### config.mk
export PLATFORM = sky130hd
export DESIGN_NAME = t_ff_counter
export DESIGN_NICKNAME = d
export VERILOG_FILES = /design/src/rtl/t_ff_counter.sv
export SDC_FILE = /design/constraint.sdc
export NUM_CORES = 1
export LEC_CHECK = 0
export ABC_AREA = 1
export BUFFER_PORTS_ARGS = -buffer_cell sky130_fd_sc_hd__buf_2
export CORE_ASPECT_RATIO = 1.5
export CORE_MARGIN = 2
export CORE_UTILIZATION = 40
export CTS_CLUSTER_SIZE = 24
export DETAILED_ROUTE_END_ITERATION = 10
export PLACE_DENSITY = 0.74
export RECOVER_POWER = 100
export SLEW_MARGIN = 30
export SYNTH_ARGS = -nofsm -noshare
export SYNTH_HDL_FRONTEND = slang
export SYNTH_SLANG_ARGS = --single-unit
### constraint.sdc
create_clock -name clk -period 1.11 [get_ports clk]
set_input_delay 0.0555 -clock clk [delete_from_list [all_inputs] [get_ports clk]]
set_output_delay 0.0555 -clock clk [all_outputs]
set_load 0.02 [all_outputs]
### src/rtl/t_ff_counter.sv
// t_ff_counter: WIDTH-bit bank of T flip-flops.
// Modes: hold, per-bit toggle, chained up/down count, parallel load.
module t_ff_counter #(
    parameter int               WIDTH     = 8,
    parameter logic [WIDTH-1:0] RESET_VAL = '0,
    parameter bit               SATURATE  = 1'b0
) (
    input  logic             clk,
    input  logic             reset,
    input  logic [1:0]       mode,
    input  logic [WIDTH-1:0] t,
    input  logic             up,
    input  logic [WIDTH-1:0] d,
    output logic [WIDTH-1:0] q,
    output logic [WIDTH-1:0] qbar,
    output logic             tc,
    output logic             wrap,
    output logic             sat
);

    typedef enum logic [1:0] {
        MODE_HOLD   = 2'b00,
        MODE_TOGGLE = 2'b01,
        MODE_COUNT  = 2'b10,
        MODE_LOAD   = 2'b11
    } mode_e;

    mode_e            mode_s;
    logic [WIDTH-1:0] q_q, q_d;
    logic [WIDTH-1:0] chain_t;
    logic             wrap_q, wrap_d;
    logic             sat_q, sat_d;
    logic             and_acc, nor_acc;
    logic             at_term;

    assign mode_s = mode_e'(mode);

    // Ripple toggle chain: bit i toggles when all lower bits are
    // at the terminal level for the current direction.
    always_comb begin
        chain_t    = '0;
        chain_t[0] = 1'b1;
        and_acc    = q_q[0];
        nor_acc    = ~q_q[0];
        for (int i = 1; i < WIDTH; i++) begin
            chain_t[i] = up ? and_acc : nor_acc;
            and_acc    = and_acc & q_q[i];
            nor_acc    = nor_acc & ~q_q[i];
        end
        at_term = up ? and_acc : nor_acc;
    end

    always_comb begin
        q_d    = q_q;
        wrap_d = 1'b0;
        sat_d  = sat_q;
        unique case (mode_s)
            MODE_HOLD: begin
                q_d = q_q;
            end
            MODE_TOGGLE: begin
                q_d   = q_q ^ t;
                sat_d = 1'b0;
            end
            MODE_COUNT: begin
                if (at_term && SATURATE) begin
                    sat_d = 1'b1;
                end else begin
                    q_d    = q_q ^ chain_t;
                    wrap_d = at_term;
                    sat_d  = 1'b0;
                end
            end
            MODE_LOAD: begin
                q_d   = d;
                sat_d = 1'b0;
            end
            default: begin
                q_d = q_q;
            end
        endcase
    end

    always_ff @(posedge clk or negedge reset) begin
        if (!reset) begin
            q_q    <= RESET_VAL;
            wrap_q <= 1'b0;
            sat_q  <= 1'b0;
        end else begin
            q_q    <= q_d;
            wrap_q <= wrap_d;
            sat_q  <= sat_d;
        end
    end

    assign q    = q_q;
    assign qbar = ~q_q;
    assign tc   = (mode_s == MODE_COUNT) && at_term;
    assign wrap = wrap_q;
    assign sat  = sat_q;

endmodule

# After elaboration in Yosys (flattened, before gate mapping)
# Cells that the tools add are included.
word_totals:
  mem_bits_rw: 0
  wordCells: 42
  mem_count: 0
  romBits: 0
  latch_bits: 0
  register_bits: 9
classes:
  n_eq_ne: 3
  mul: 0
  n_mux: 10
  reduce_logical: 2
  add_sub_neg: 0
  div: 0
  shift: 0
  n_bitwise: 25
  order_cmp: 0
ops:
  columns: ["cell", "count"]
  rows:
  - ["8-bit case mux with 3 select lines", 1]
  - ["8-bit XOR", 2]
  - ["1-bit bitwise AND", 14]
  - ["1-bit 2-to-1 mux", 9]
  - ["1-bit inverter", 8]
  - ["8-bit inverter", 1]
  - ["2-bit == test, second input constant", 2]
  - ["2-bit by 1-bit == test with 1-bit output, second input constant", 1]
  - ["2-bit logical NOT", 1]
  - ["1-bit logical AND", 1]

# Longest topological paths before layout
depth:
  depth_word: 10
  ltp_mapped: 9
  mapped_depth_nobuf: 9

# Worst setup path after synthesis
# No wires, ideal clock.
synth_path:
  kind: "register to register"
  startpoint: "reg q_q[2] (netlist: q[2])"
  endpoint: "reg wrap_q (netlist: wrap)"
  path_slack_ns: -0.745
  stages_incl_launch_ff: 7
  n_path_buf: 0
  t_arrival_ns: 1.664
  path_cell_list: "dfrtp_1 -> inv_2 -> nor2_4 -> nand3_2 -> nand2_2 -> nand4_2 -> a211oi_1"
synth_via:
  elab_chain_cells: 9
  elab_cells_between_ends: 15
  cone_classes: "mux: 2; bitwise: 13"
synth_rtl:
  columns: ["element", "line", "text"]
  rows:
  - ["start, declared", "29", "logic [WIDTH-1:0] q_q, q_d;"]
  - ["start signal, assigned", "90", "q_q <= q_d;"]
  - ["1-bit inverter", "48", "nor_acc = nor_acc & ~q_q[i];"]
  - ["1-bit bitwise AND (6 in series)", "48", null]
  - ["1-bit 2-to-1 mux *", "50", "at_term = up ? and_acc : nor_acc;"]
  - ["1-bit 2-to-1 mux *", "57", "unique case (mode_s)"]
  - ["end signal, assigned", "91", "wrap_q <= wrap_d;"]
  - ["end, declared", "31", "logic wrap_q, wrap_d;"]
# Mark *: on every way between the ends. The rest lies on a longest branch, timed or not.
# A chain may end at the register's enable or synchronous reset.

# Worst setup path after layout
layout_path:
  startpoint: "reg q_q[3] (netlist: q[3])"
  endpoint: "out tc"
layout_via:
  elab_chain_cells: 8
  elab_cells_between_ends: 13
  cone_classes: "mux: 1; bitwise: 11; reduce/logical: 1"
layout_rtl:
  columns: ["element", "line", "text"]
  rows:
  - ["1-bit inverter", "48", null]
  - ["1-bit bitwise AND (5 in series)", "48", null]
  - ["1-bit 2-to-1 mux *", "50", null]
  - ["1-bit logical AND *", "98", "assign tc = (mode_s == MODE_COUNT) && at_term;"]
  - ["end, declared", "16", "output logic tc,"]
# Marks and branches as above.

==> impl_metrics.toml <==
[run_status]
status = "finished, violations left"
violations = "negative setup slack"

[synth]
ys_ff_latch = 9
yosysUniqueCellTypes = 29
yosys-top-cells-count = "23 x nand2_1, 9 x dfrtp_1, 9 x inv_1, 9 x nand3_1, 9 x o21ai_0"
synth_fa_ha_area_share_pct = 0
synth_top_area_share_pct = 28.30
syn_area_per_cell_sq_um = 6.920
netlist_top_cells_area = "dfrtp_1 28%, nand2_1 11%, nand3_1 5.7%, o21ai_0 5.7%, a21oi_1 4.4%"
ys_async_sr_fraction_pct = 100.0
synthMuxAreaShare_pct = 0
yosys_warnings = 0
synth_top_family_by_area = "simple AND/OR/NAND/NOR gates"
synth_cells = 115
synth.largest_area_cell = "dfrtp_1"
dominantRegCellSynth = "dfrtp_1"
synthSimpleGateAreaFrac_pct = 32.23
syn_nets = 136
yosysSeqAreaShare_pct = 28.30
synth_edf_count = 0
synth-xor-area-share_pct = 4.403
synth-compound-area-share_pct = 24.06
synthesis.area_sq_um = 795.8
synth.most_common_cell = "nand2_1"

[detailed_routing]
vias = 1116
dr.first_iter.drc_count = 34
drtAntennaViolNets = 0
drt_pass1_iterations = 4
via_per_inst = 5.391
wl_per_cell_microns = 14.62
wirelength_microns = 3027
drc = 0

[power_and_ir_drop]
power.share.switching_pct = 43.47
p_sw_mw = 0.8343
internal_power_mw = 1.085
p_comb_share_pct = 61.5
leakage_nw = 0.7028
finalPower_mw = 1.919
p_per_area_nw_per_um2 = 1325
ir_worst_vdd_uv = 926.7
clkPwrFrac_pct = 14.5
power_frac_seq_pct = 24.0

[sta]
worst_pin_slew_ns = 0.5644
min_period_ns = 1.546
setup_viol_count_final = 13
grt_setup_unrepaired = "true"
finalClockSkew_ns = 0.002543
finalHoldViolCount = 0
report.final.slew_viol_count = 0
setup_slack_ns = -0.4358
relSlewSlack_pct = 62.37
fin_crit_sh_pct = 139.3
worst_hold_slack_ns = 0.08209
max_freq_ghz = 0.6469

[floorplanning]
placementRows = 19
dieHeight_microns = 58.63
initial_core_util_pct = 42.91
die_area_sq_um = 2370
core_region_area_sq_um = 1854
pin_count = 40
fp.dieW_microns = 40.42

[place]
dp_slack_ns = -0.2743
place_inst = 194
dp.final_hpwl_microns = 2037
gp_congestion = 0.8981
place.port_buffers = 38

[critical_path]
critPathRequiredTime_ns = 1.05
crit_chain = "inv_1 > nand4_1 > nand2_2 > nand4_4 > a211oi_4 > buf_6"
cp_max_fo = 4
critical_path_class = "reg -> out"
critPathArrivalTime_ns = 1.49
cp_slowest_stage_delay_ns = 0.44
cp-end-kind = "primary output"
crit_slowest_cell = "dfrtp_2"
start_kind = "flop"

[cts]
cts.sinks = 9
numCtsBuffers = 3
clkLatencyLatePin_ns = 0.27
clk_pin_slew_worst_paths_ns = 0.07
cts_tree = "yes"
root_buffer = "clkbuf_4"
htree_levels = 1
clock_path_buffers = 2

[grt]
grt_usage_pct = 27.83
overflow = 0
grt_max_degree = 10
grt_pass1_vias = 1077
grt_pass1_wl_microns = 4609
antenna_found_initial = 0

[layout]
fillers = 132
utilization_pct = 78.14
nets = 208
final_cells = 207
multiInputGateArea_sq_um = 586.8
layout-drive-gt1-share_pct = 58.06
area_growth_pct = 82.08
regArea_sq_um = 231.5
diodes = 0

[run]
cap_viol_max_count = 0

[hold_path]
hold_path.class = "in -> reg"
[final cells by class]
class | count | area share [%]
multi-input cells | 88 | 40.50
repair buffers | 71 | 35.92
flip-flops and latches | 9 | 15.98
inverters | 14 | 3.972
clock buffers | 4 | 1.813
well taps | 21 | 1.813
[sequential cells by signal, indices dropped and copies added, names as in the netlist]
signal / cells
q: 8
wrap: 1
[layout by cell type, fill, tap and decap left out, types with 2 or more instances in the layout]
master and n:
a211oi_1 2, a21oi_1 5, a21oi_2 3, a22oi_2 2
buf_2 21, buf_4 25, buf_6 16, clkbuf_1 3
clkbuf_2 6, clkbuf_4 3, dfrtp_1 4, dfrtp_2 5
inv_1 5, inv_2 7, inv_4 2, nand2_1 21
nand2_2 4, nand3_1 7, nand3_2 2, nand4_1 5
nor2_1 6, nor2_4 3, o21ai_0 6, o21ai_1 6
o21ai_2 2, xnor2_2 2
[worst max-delay path: cells and delay by family, from the launching register on]
family	cells	cell delay, ns
flops	1	0.44
simple gates	3	0.32
compound gates	1	0.20
buf+inv	2	0.26
[stage by stage]
stage	instance area [sq um]	TNS, ns
6_report	1449	-2.342
5_1_grt	1449	-3.083
4_1_cts	1378	-2.004
3_5_place_dp	1214	-1.495
3_3_place_gp	1214	-1.042
2_1_floorplan	848.3	-1.182
[power by group through the flow]
stage	clock (mW)	combinational, mW	sequential, mW
finish	0.278	1.18	0.461
global placement	0	0.893	0.466
floorplan	0	0.431	0.561
detailed placement	0	0.919	0.471
CTS	0.276	1.08	0.460
global route	0.298	1.26	0.469
[final timing paths]
check	to	slack, ns	start	cells after the start
max in group asynchronous	q[0]	0.43	reset	2
min reg2reg	q[6]	0.70	q[6]	3
min in group asynchronous	q[5]	0.28	reset	2
min	q[7]	0.08	d[7]	3
max	tc	-0.44	q[3]	6
max reg2reg	q[7]	-0.36	q[3]	9
[per-layer routing]
metal | vias up | global-route usage [%] | share of wire, %
li1 | 537 | - | -
met1 | 518 | 33.09 | 36
met2 | 49 | 46.71 | 56
met3 | 12 | 2.642 | 5.0
met4 | 0 | 14.29 | 2.9
met5 | - | 0 | 0
[cells by family after synthesis]
group | Yosys count
AOI/OAI and AO/OA | 32
xor gates and xnor gates | 4
buffers and inverters | 18
DFF | 9
other | 1
and+or+nand+nor | 51
[repair_timing]
item,CTS,global route
cloned,0,0
pin swaps,7,2
hold buffers,1,0
resized for setup,28,20
endpoints found under the setup margin,13,19
buffers inserted,7,4
hold endpoints to repair,9,0
Note: power is estimated with default switching activity, not from simulation.
